==> src/rtl/tpu_weight_dma.sv <==
// tpu_weight_dma: copies the selected layer's weight block from the shared
// weight-store BRAM into the core-local weight buffer, starting at address 0.
// Optional feature macro: DMA_CHECKSUM_EN adds checksum_o, the 32-bit modulo
// sum of every word written during the current transfer.
//
// Handshake with the layer controller: start_dma_i is a single-cycle request.
// It is accepted only in IDLE; busy_o rises the cycle after acceptance.
// dma_done_o is a single-cycle completion pulse that coincides with the last
// busy_o cycle. A request while busy (including the done cycle) is dropped,
// not queued.
module tpu_weight_dma #(
    parameter int DATA_W = 32,
    parameter int ADDR_W = 12,
    parameter int RD_LAT = 1,
    parameter int BASE0  = 0,
    parameter int BASE1  = 16,
    parameter int BASE2  = 80,
    parameter int BASE3  = 208,
    parameter int LEN0   = 16,
    parameter int LEN1   = 64,
    parameter int LEN2   = 128,
    parameter int LEN3   = 32
) (
    input  logic              clk,
    input  logic              rst_n,
    input  logic              start_dma_i,
    input  logic [1:0]        nth_conv_i,
    output logic              dma_done_o,
    output logic              busy_o,
    output logic              src_en_o,
    output logic [ADDR_W-1:0] src_addr_o,
    input  logic [DATA_W-1:0] src_rdata_i,
    output logic              dst_we_o,
    output logic [ADDR_W-1:0] dst_addr_o,
    output logic [DATA_W-1:0] dst_wdata_o,
`ifdef DMA_CHECKSUM_EN
    output logic [31:0]       checksum_o,
`endif
    output logic [1:0]        dbg_state_o
);

    // Counters carry one extra bit so a full 2^ADDR_W block length fits.
    localparam int CW = ADDR_W + 1;

    typedef enum logic [1:0] {
        IDLE  = 2'd0,
        READ  = 2'd1,
        DRAIN = 2'd2,
        DONE  = 2'd3
    } state_t;

    state_t            state;
    logic [ADDR_W-1:0] base_q;
    logic [CW-1:0]     len_q;
    logic [CW-1:0]     rd_cnt;     // reads issued so far; also offset of the next read
    logic [CW-1:0]     wr_cnt;     // writes issued so far; also the next dst address
    logic [ADDR_W-1:0] sel_base;
    logic [CW-1:0]     sel_len;
    logic              start_ok;

    // Read-valid pipeline: bit k is high when a read issued k+1 cycles ago
    // is in flight. The top bit marks the cycle whose src_rdata_i is valid.
    logic [RD_LAT-1:0] vld_sr;
    logic [RD_LAT:0]   vld_chain;
    logic              wr_fire;

    assign start_ok    = (state == IDLE) && start_dma_i;
    assign vld_chain   = {vld_sr, src_en_o};
    assign wr_fire     = vld_chain[RD_LAT-1];
    assign dst_we_o    = vld_sr[RD_LAT-1];
    assign dbg_state_o = state;

    // Read data passes straight through in its valid cycle; zero otherwise.
    assign dst_wdata_o = dst_we_o ? src_rdata_i : '0;

    // Decode the per-layer base address and block length.
    always_comb begin
        sel_base = '0;
        sel_len  = '0;
        case (nth_conv_i)
            2'd0: begin sel_base = ADDR_W'(BASE0); sel_len = CW'(LEN0); end
            2'd1: begin sel_base = ADDR_W'(BASE1); sel_len = CW'(LEN1); end
            2'd2: begin sel_base = ADDR_W'(BASE2); sel_len = CW'(LEN2); end
            default: begin sel_base = ADDR_W'(BASE3); sel_len = CW'(LEN3); end
        endcase
    end

    // Control FSM: accepts a start, issues one read per cycle, waits for the
    // last write to land, then pulses done.
    always_ff @(posedge clk or negedge rst_n) begin
        if (!rst_n) begin
            state      <= IDLE;
            base_q     <= '0;
            len_q      <= '0;
            rd_cnt     <= '0;
            src_en_o   <= 1'b0;
            src_addr_o <= '0;
            busy_o     <= 1'b0;
            dma_done_o <= 1'b0;
        end else begin
            dma_done_o <= 1'b0;
            case (state)
                IDLE: begin
                    if (start_dma_i) begin
                        base_q <= sel_base;
                        len_q  <= sel_len;
                        busy_o <= 1'b1;
                        if (sel_len != '0) begin
                            state      <= READ;
                            src_en_o   <= 1'b1;
                            src_addr_o <= sel_base;
                            rd_cnt     <= CW'(1);
                        end else begin
                            state      <= DONE;
                            dma_done_o <= 1'b1;
                            rd_cnt     <= '0;
                        end
                    end
                end
                READ: begin
                    if (rd_cnt == len_q) begin
                        state      <= DRAIN;
                        src_en_o   <= 1'b0;
                        src_addr_o <= '0;
                    end else begin
                        src_addr_o <= base_q + rd_cnt[ADDR_W-1:0];
                        rd_cnt     <= rd_cnt + CW'(1);
                    end
                end
                DRAIN: begin
                    if (wr_cnt == len_q) begin
                        state      <= DONE;
                        dma_done_o <= 1'b1;
                    end
                end
                DONE: begin
                    state  <= IDLE;
                    busy_o <= 1'b0;
                end
                default: begin
                    state  <= IDLE;
                    busy_o <= 1'b0;
                end
            endcase
        end
    end

    // Write side: shift read-valid along and register the destination address
    // so it lines up with the cycle the source data arrives.
    always_ff @(posedge clk or negedge rst_n) begin
        if (!rst_n) begin
            vld_sr     <= '0;
            wr_cnt     <= '0;
            dst_addr_o <= '0;
        end else begin
            vld_sr <= vld_chain[RD_LAT-1:0];
            if (start_ok) begin
                wr_cnt     <= '0;
                dst_addr_o <= '0;
            end else if (wr_fire) begin
                dst_addr_o <= wr_cnt[ADDR_W-1:0];
                wr_cnt     <= wr_cnt + CW'(1);
            end else begin
                dst_addr_o <= '0;
            end
        end
    end

`ifdef DMA_CHECKSUM_EN
    // Running sum of written words; holds its final value after done until
    // the next accepted start.
    always_ff @(posedge clk or negedge rst_n) begin
        if (!rst_n) begin
            checksum_o <= '0;
        end else if (start_ok) begin
            checksum_o <= '0;
        end else if (dst_we_o) begin
            checksum_o <= checksum_o + 32'(dst_wdata_o);
        end
    end
`endif

endmodule

==> config.mk <==
export PLATFORM = sky130hd
export DESIGN_NAME = tpu_weight_dma
export DESIGN_NICKNAME = d
export VERILOG_FILES = /design/src/rtl/tpu_weight_dma.sv
export SDC_FILE = /design/constraint.sdc
export NUM_CORES = 1
export LEC_CHECK = 0
export CAP_MARGIN = 20
export CORE_MARGIN = 1.5
export CORE_UTILIZATION = 53
export CTS_BUF_LIST = sky130_fd_sc_hd__clkbuf_2
export DETAILED_ROUTE_END_ITERATION = 8
export GPL_ROUTABILITY_DRIVEN = 0
export GPL_TIMING_DRIVEN = 0
export PLACE_DENSITY_LB_ADDON = 0.25
export SYNTH_ARGS = -nofsm -noshare
export SYNTH_HDL_FRONTEND = slang
export SYNTH_SLANG_ARGS = --single-unit
==> constraint.sdc <==
create_clock -name clk -period 4.2 [get_ports clk]
set_input_delay 0.84 -clock clk [delete_from_list [all_inputs] [get_ports clk]]
set_output_delay 0.84 -clock clk [all_outputs]
set_load 0.03 [all_outputs]
Yosys cells after proc, flatten, opt, wreduce, memory -nomap -nowiden

Cells that the tools add are included.

Logic and storage cells: 69
Output and inout bits: 62
Input bits: 37
Bits in registers: 81

Reduce and logical (&&, ||, !) cells: 13
Multiplexer cells: 30
Add/sub/neg operators: 3
Eq/ne operators: 12

Operators by type and width:

| cell                  | count |
|---|---|
| $mux 12               | 5 |
| $mux 13               | 4 |
| $pmux 8 s3            | 2 |
| $mux 32               | 1 |
| $add 13x1->13 const B | 2 |
| $eq 13x13->1          | 2 |
| $pmux 13 s2           | 1 |
| $pmux 12 s2           | 1 |
| $reduce_bool 13->1    | 1 |
| $add 12x12->12        | 1 |
| $reduce_and 3->1      | 3 |
| $mux 1                | 8 |
| $mux 2                | 4 |
| $ne 2x2->1 const B    | 4 |
| $pmux 2 s4            | 1 |
| $eq 2x2->1 const B    | 3 |
| $pmux 1 s2            | 3 |
| $reduce_bool 2->1     | 3 |
| $eq 2x1->1 const B    | 2 |
| $logic_not 2->1       | 2 |
| $reduce_and 2->1      | 2 |
| $reduce_and 4->1      | 1 |
| $ne 2x1->1 const B    | 1 |
| $logic_and 1x1->1     | 1 |

Depth between registers and ports, before layout

Depth in word-level cells: 6
Depth in mapped cells: 10
Depth with buffers taken out: 7

Least setup slack after synthesis

No wires, ideal clock.

Kind: reg2reg
Start: register state[1] (netlist: dbg_state_o[1])
End: register rd_cnt[5]
Required time: 4.122 ns
Slack: 2.173 ns
Cell stages (with the launch flop): 9
Setup time: 0.078 ns
Period minus slack after synthesis: 2.027 ns
Arrival time: 1.950 ns
Cell sequence: dfrtp_1 -> inv_1 -> ha_1 -> clkbuf_1 -> a21oi_1 -> o21bai_1 -> buf_2 -> or3_1 -> a21oi_1

Word-level cells in the longest chain between the ends: 3

Ends and longest elaborated chain:

| item                                                             | line | RTL |
|---|---|---|
| start: declaration                                               | 52   | `state_t state;` |
| start signal: assignment                                         | 92   | `state <= IDLE;` |
| start signal: assignment                                         | 109  | `state <= READ;` |
| start signal: assignment                                         | 114  | `state <= DONE;` |
| $eq 2x1->1 / $logic_not 2->1 (equally long branches)             | 102  | `case (state)` |
| $ne 2x2->1 (no line) / $reduce_bool 2->1 (equally long branches) | -    |  |
| $reduce_and 3->1 (no line)                                       | -    |  |
| end signal: assignment                                           | 127  | `rd_cnt <= rd_cnt + CW'(1);` |
| end: declaration                                                 | 55   | `logic [CW-1:0] rd_cnt;` |

Parallel ways exist; a longest one is shown, timed or not.
A chain may end at the register's enable or synchronous reset.

Worst setup path in the final report

Start: input src_rdata_i[28]
End: output dst_wdata_o[28]

Word-level cells in the longest chain between the ends: 1

Ends and longest elaborated chain:

| item               | line | RTL |
|---|---|---|
| start: declaration | 32   | `input logic [DATA_W-1:0] src_rdata_i,` |
| $mux 32            | 74   | `assign dst_wdata_o = dst_we_o ? src_rdata_i : '0;` |
| end: declaration   | 35   | `output logic [DATA_W-1:0] dst_wdata_o,` |

No other way between the ends.

==> impl_metrics.py <==
metrics = {
    "clock_tree": {
        "cts_sinks": 62,
        "cts_made_buffers": 9,
        "cts_tree": "yes",
        "clkTransAtPathRegs_ns": 0.17,
        "clk_latency_ns": 0.48,
        "cts-root-buf": "clkbuf_2",
        "cts-htree-levels": 3,
        "cts_resized": 0,
        "cts_setup_buffers": 0,
        "clockBufferDepth": 2,
        "holdBufCountCts": 0,
    },
    "synthesis": {
        "synth_seq_cells": 62,
        "synthCells": 342,
        "postSynth.asyncResetShare": 1.000,
        "synth_top_area_frac": 0.4677,
        "yosysSeqAreaShare": 0.4677,
        "synth_edf_count": 0,
        "synth_top_area_cell": "dfrtp_1",
        "synth_area_um2": 3317,
        "ys.warnings.count": 0,
        "synth_top_flop_cell": "dfrtp_1",
        "synth.most_common_cell": "dfrtp_1",
        "ys_types": 42,
        "synth.top_cells.by_count": "dfrtp_1 (62), nand2_1 (35), and2_1 (34), and3_1 (22), nor2_1 (20)",
        "synth_area_leaders": "dfrtp_1 (47%), and2_1 (6.4%), ha_1 (6.4%)",
        "syn_area_per_cell_um2": 9.699,
        "syn_nets": 396,
    },
    "floorplan": {
        "die_w_um": 82.11,
        "initial_utilization": 0.5537,
        "core_um2": 5991,
        "die_area_um2": 6742,
        "die_h_um": 82.11,
        "rows": 28,
        "io_pins": 99,
    },
    "setup_path": {
        "crit_top_cell": "clkdlybuf4s50_1",
        "cp-start-kind": "primary input",
        "rr_endpoint": "rd_cnt[9]",
        "cp.required_ns": 3.36,
        "cp_max_fo": 1,
        "rrSetupSlack_ns": 1.79,
        "crit-reg2reg-launch": "rd_cnt[0]",
        "path_cells": "clkdlybuf4s50_1 > and2_1 > clkdlybuf4s50_1",
        "critPathCapture": "dst_wdata_o[28]",
        "max_stage_delay_ns": 0.68,
        "end_kind": "primary output",
        "reg2reg_depth": 9,
        "path_class": "in2out",
        "crit_slowest_cell": "clkdlybuf4s50_1",
        "crit_start": "src_rdata_i[28]",
        "crit_arrival_ns": 2.12,
    },
    "routing": {
        "detail_route.first_pass.iterations": 4,
        "drt_iter0_drc": 226,
        "wire_per_inst_um": 15.59,
        "via_count": 2953,
        "routed_wl_um": 8293,
        "drc": 0,
        "drtAntennaViolNets": 0,
        "vias_per_cell": 5.551,
    },
    "pwr": {
        "vdd_drop_max_mv": 0.5648,
        "share_clk_of_total_power": 0.160,
        "p_int_w": 0.001446,
        "p_sw_frac": 0.4363,
        "combPwrFrac": 0.505,
        "p_leak_nw": 2.150,
        "pwr-share-seq": 0.334,
        "power.switching_w": 0.001119,
        "p_per_area_nw_per_um2": 565.6,
    },
    "global_routing": {
        "grt_pass1_vias": 2803,
        "grt_max_degree": 39,
        "gr-total-overflow": 0,
        "use_met1": 0.3177,
        "grt.total_usage": 0.2673,
        "grt_pass1_wl_um": 13220,
        "grt.busiest_layer": "met2",
        "grt_util_met2": 0.4689,
        "grt_antenna_before_repair": 0,
        "grt_use_met3": 0.04505,
    },
    "layout": {
        "drive_gt1_frac": 0.05689,
        "num_antenna_cells": 0,
        "syn_to_final_growth_pct": 36.74,
        "nets": 506,
    },
    "placed_design": {
        "portBuffers": 98,
        "post-place-ws_ns": 1.232,
        "place_hpwl_um": 6338,
    },
    "timing": {
        "period_share": 0.7045,
        "fin_ws_ns": 1.241,
        "maxSlewViolCount": 0,
        "skew_ns": 0.01973,
        "final-setup-viol-count": 0,
        "finalHoldViolCount": 0,
        "worst_pin_slew_ns": 0.5980,
        "final.min_clock_period_ns": 2.959,
        "fmax_mhz": 338.0,
        "relSlewSlack": 0.6013,
        "setup-tns-final_ns": 0,
        "rsz0062_at_grt": "no",
    },
    "run": {
        "maxCapViolations": 0,
    },
    "worst_hold_path": {
        "hold_path_class": "in2async",
    },
    "outcome": {
        "status": "complete, no violations",
    },
}
[worst min path at each step]
| stage | from | end | slack [ns] |
|---|---|---|---|
| floorplan | base_q[4] | base_q[4] | 0.46 |
| global placement | src_en_o | dst_we_o | 0.45 |
| detailed placement | src_en_o | dst_we_o | 0.45 |
| CTS | rst_n | wr_cnt[10] | 0.33 |
| global route | rst_n | wr_cnt[10] | 0.38 |
| finish | rst_n | wr_cnt[10] | 0.33 |
[kinds of logic after synthesis]
logic type      synth area share
simple gates              0.2392
flops                     0.4677
compound gates            0.1117
buf+inv                  0.04413
xor+xnor                 0.05809
fa+ha+maj                0.06413
mux                      0.01509
[final cells by class]
type / count / area, um^2
Multi-Input combinational cell: 247 / 1619
Sequential cell: 62 / 1551
Fill cell: 428 / 1455
Timing Repair Buffer: 99 / 996.0
Buffer: 19 / 93.84
Tap cell: 75 / 93.84
Clock inverter: 5 / 73.82
Clock buffer: 11 / 55.05
Inverter: 14 / 52.55
[worst max-delay path, delay by kind of cell]
family                 cells  cell delay, ns
AND/OR/NAND/NOR            1            0.15
buffers and inverters      2            1.13
[layout by cell type (no fill, tap or decap), drive strengths merged, types with 3 or more instances in the layout]
cell type       n
a211o           3
a21oi          12
a221o           3
a22o            9
and2           34
and3           22
buf             9
clkbuf         23
clkdlybuf4s50  97
clkinv          3
dfrtp          62
ha             17
inv            14
mux2i           5
nand2          35
nand3           5
nand4          10
nor2           20
o21ai          16
or3             9
xnor2          11
xor2           11
[power by group through the flow]
stage	clock (W)	combinational (W)	sequential (W)
floorplan	0	0.000705	0.000964
CTS	0.000413	0.00130	0.000854
global placement	0	0.00125	0.000863
finish	0.000411	0.00130	0.000858
global route	0.000433	0.00142	0.000874
detailed placement	0	0.00128	0.000867
[layer usage]
metal	vias up	part of all wire
li1	1404	-
met1	1394	0.40
met2	135	0.50
met3	20	0.076
met4	0	0.029
met5	-	0
[through the flow]
| stage | hold slack (ns) | instances | total power, W | cell area (um^2) | util |
|---|---|---|---|---|---|
| 2_1_floorplan | 0.4563 | 342 | 0.001669 | 3317 | - |
| 6_report | 0.3267 | 532 | 0.002565 | 4536 | 0.7571 |
| 3_5_place_dp | 0.4529 | 516 | 0.002150 | 4407 | 0.7356 |
| 3_3_place_gp | 0.4544 | 515 | 0.002114 | 4392 | 0.7331 |
| 5_1_grt | 0.3782 | 532 | 0.002724 | 4536 | 0.7571 |
| 4_1_cts | 0.3341 | 532 | 0.002566 | 4536 | 0.7571 |
[registers in the layout, indices dropped and copies added (netlist names)]
name,count
busy_o,1
src_addr_o,12
src_en_o,1
dst_addr_o,12
wr_cnt,13
dst_we_o,1
rd_cnt,13
dma_done_o,1
base_q,2
len_q,4
dbg_state_o,2
Note: power is estimated with default switching activity, not from simulation.
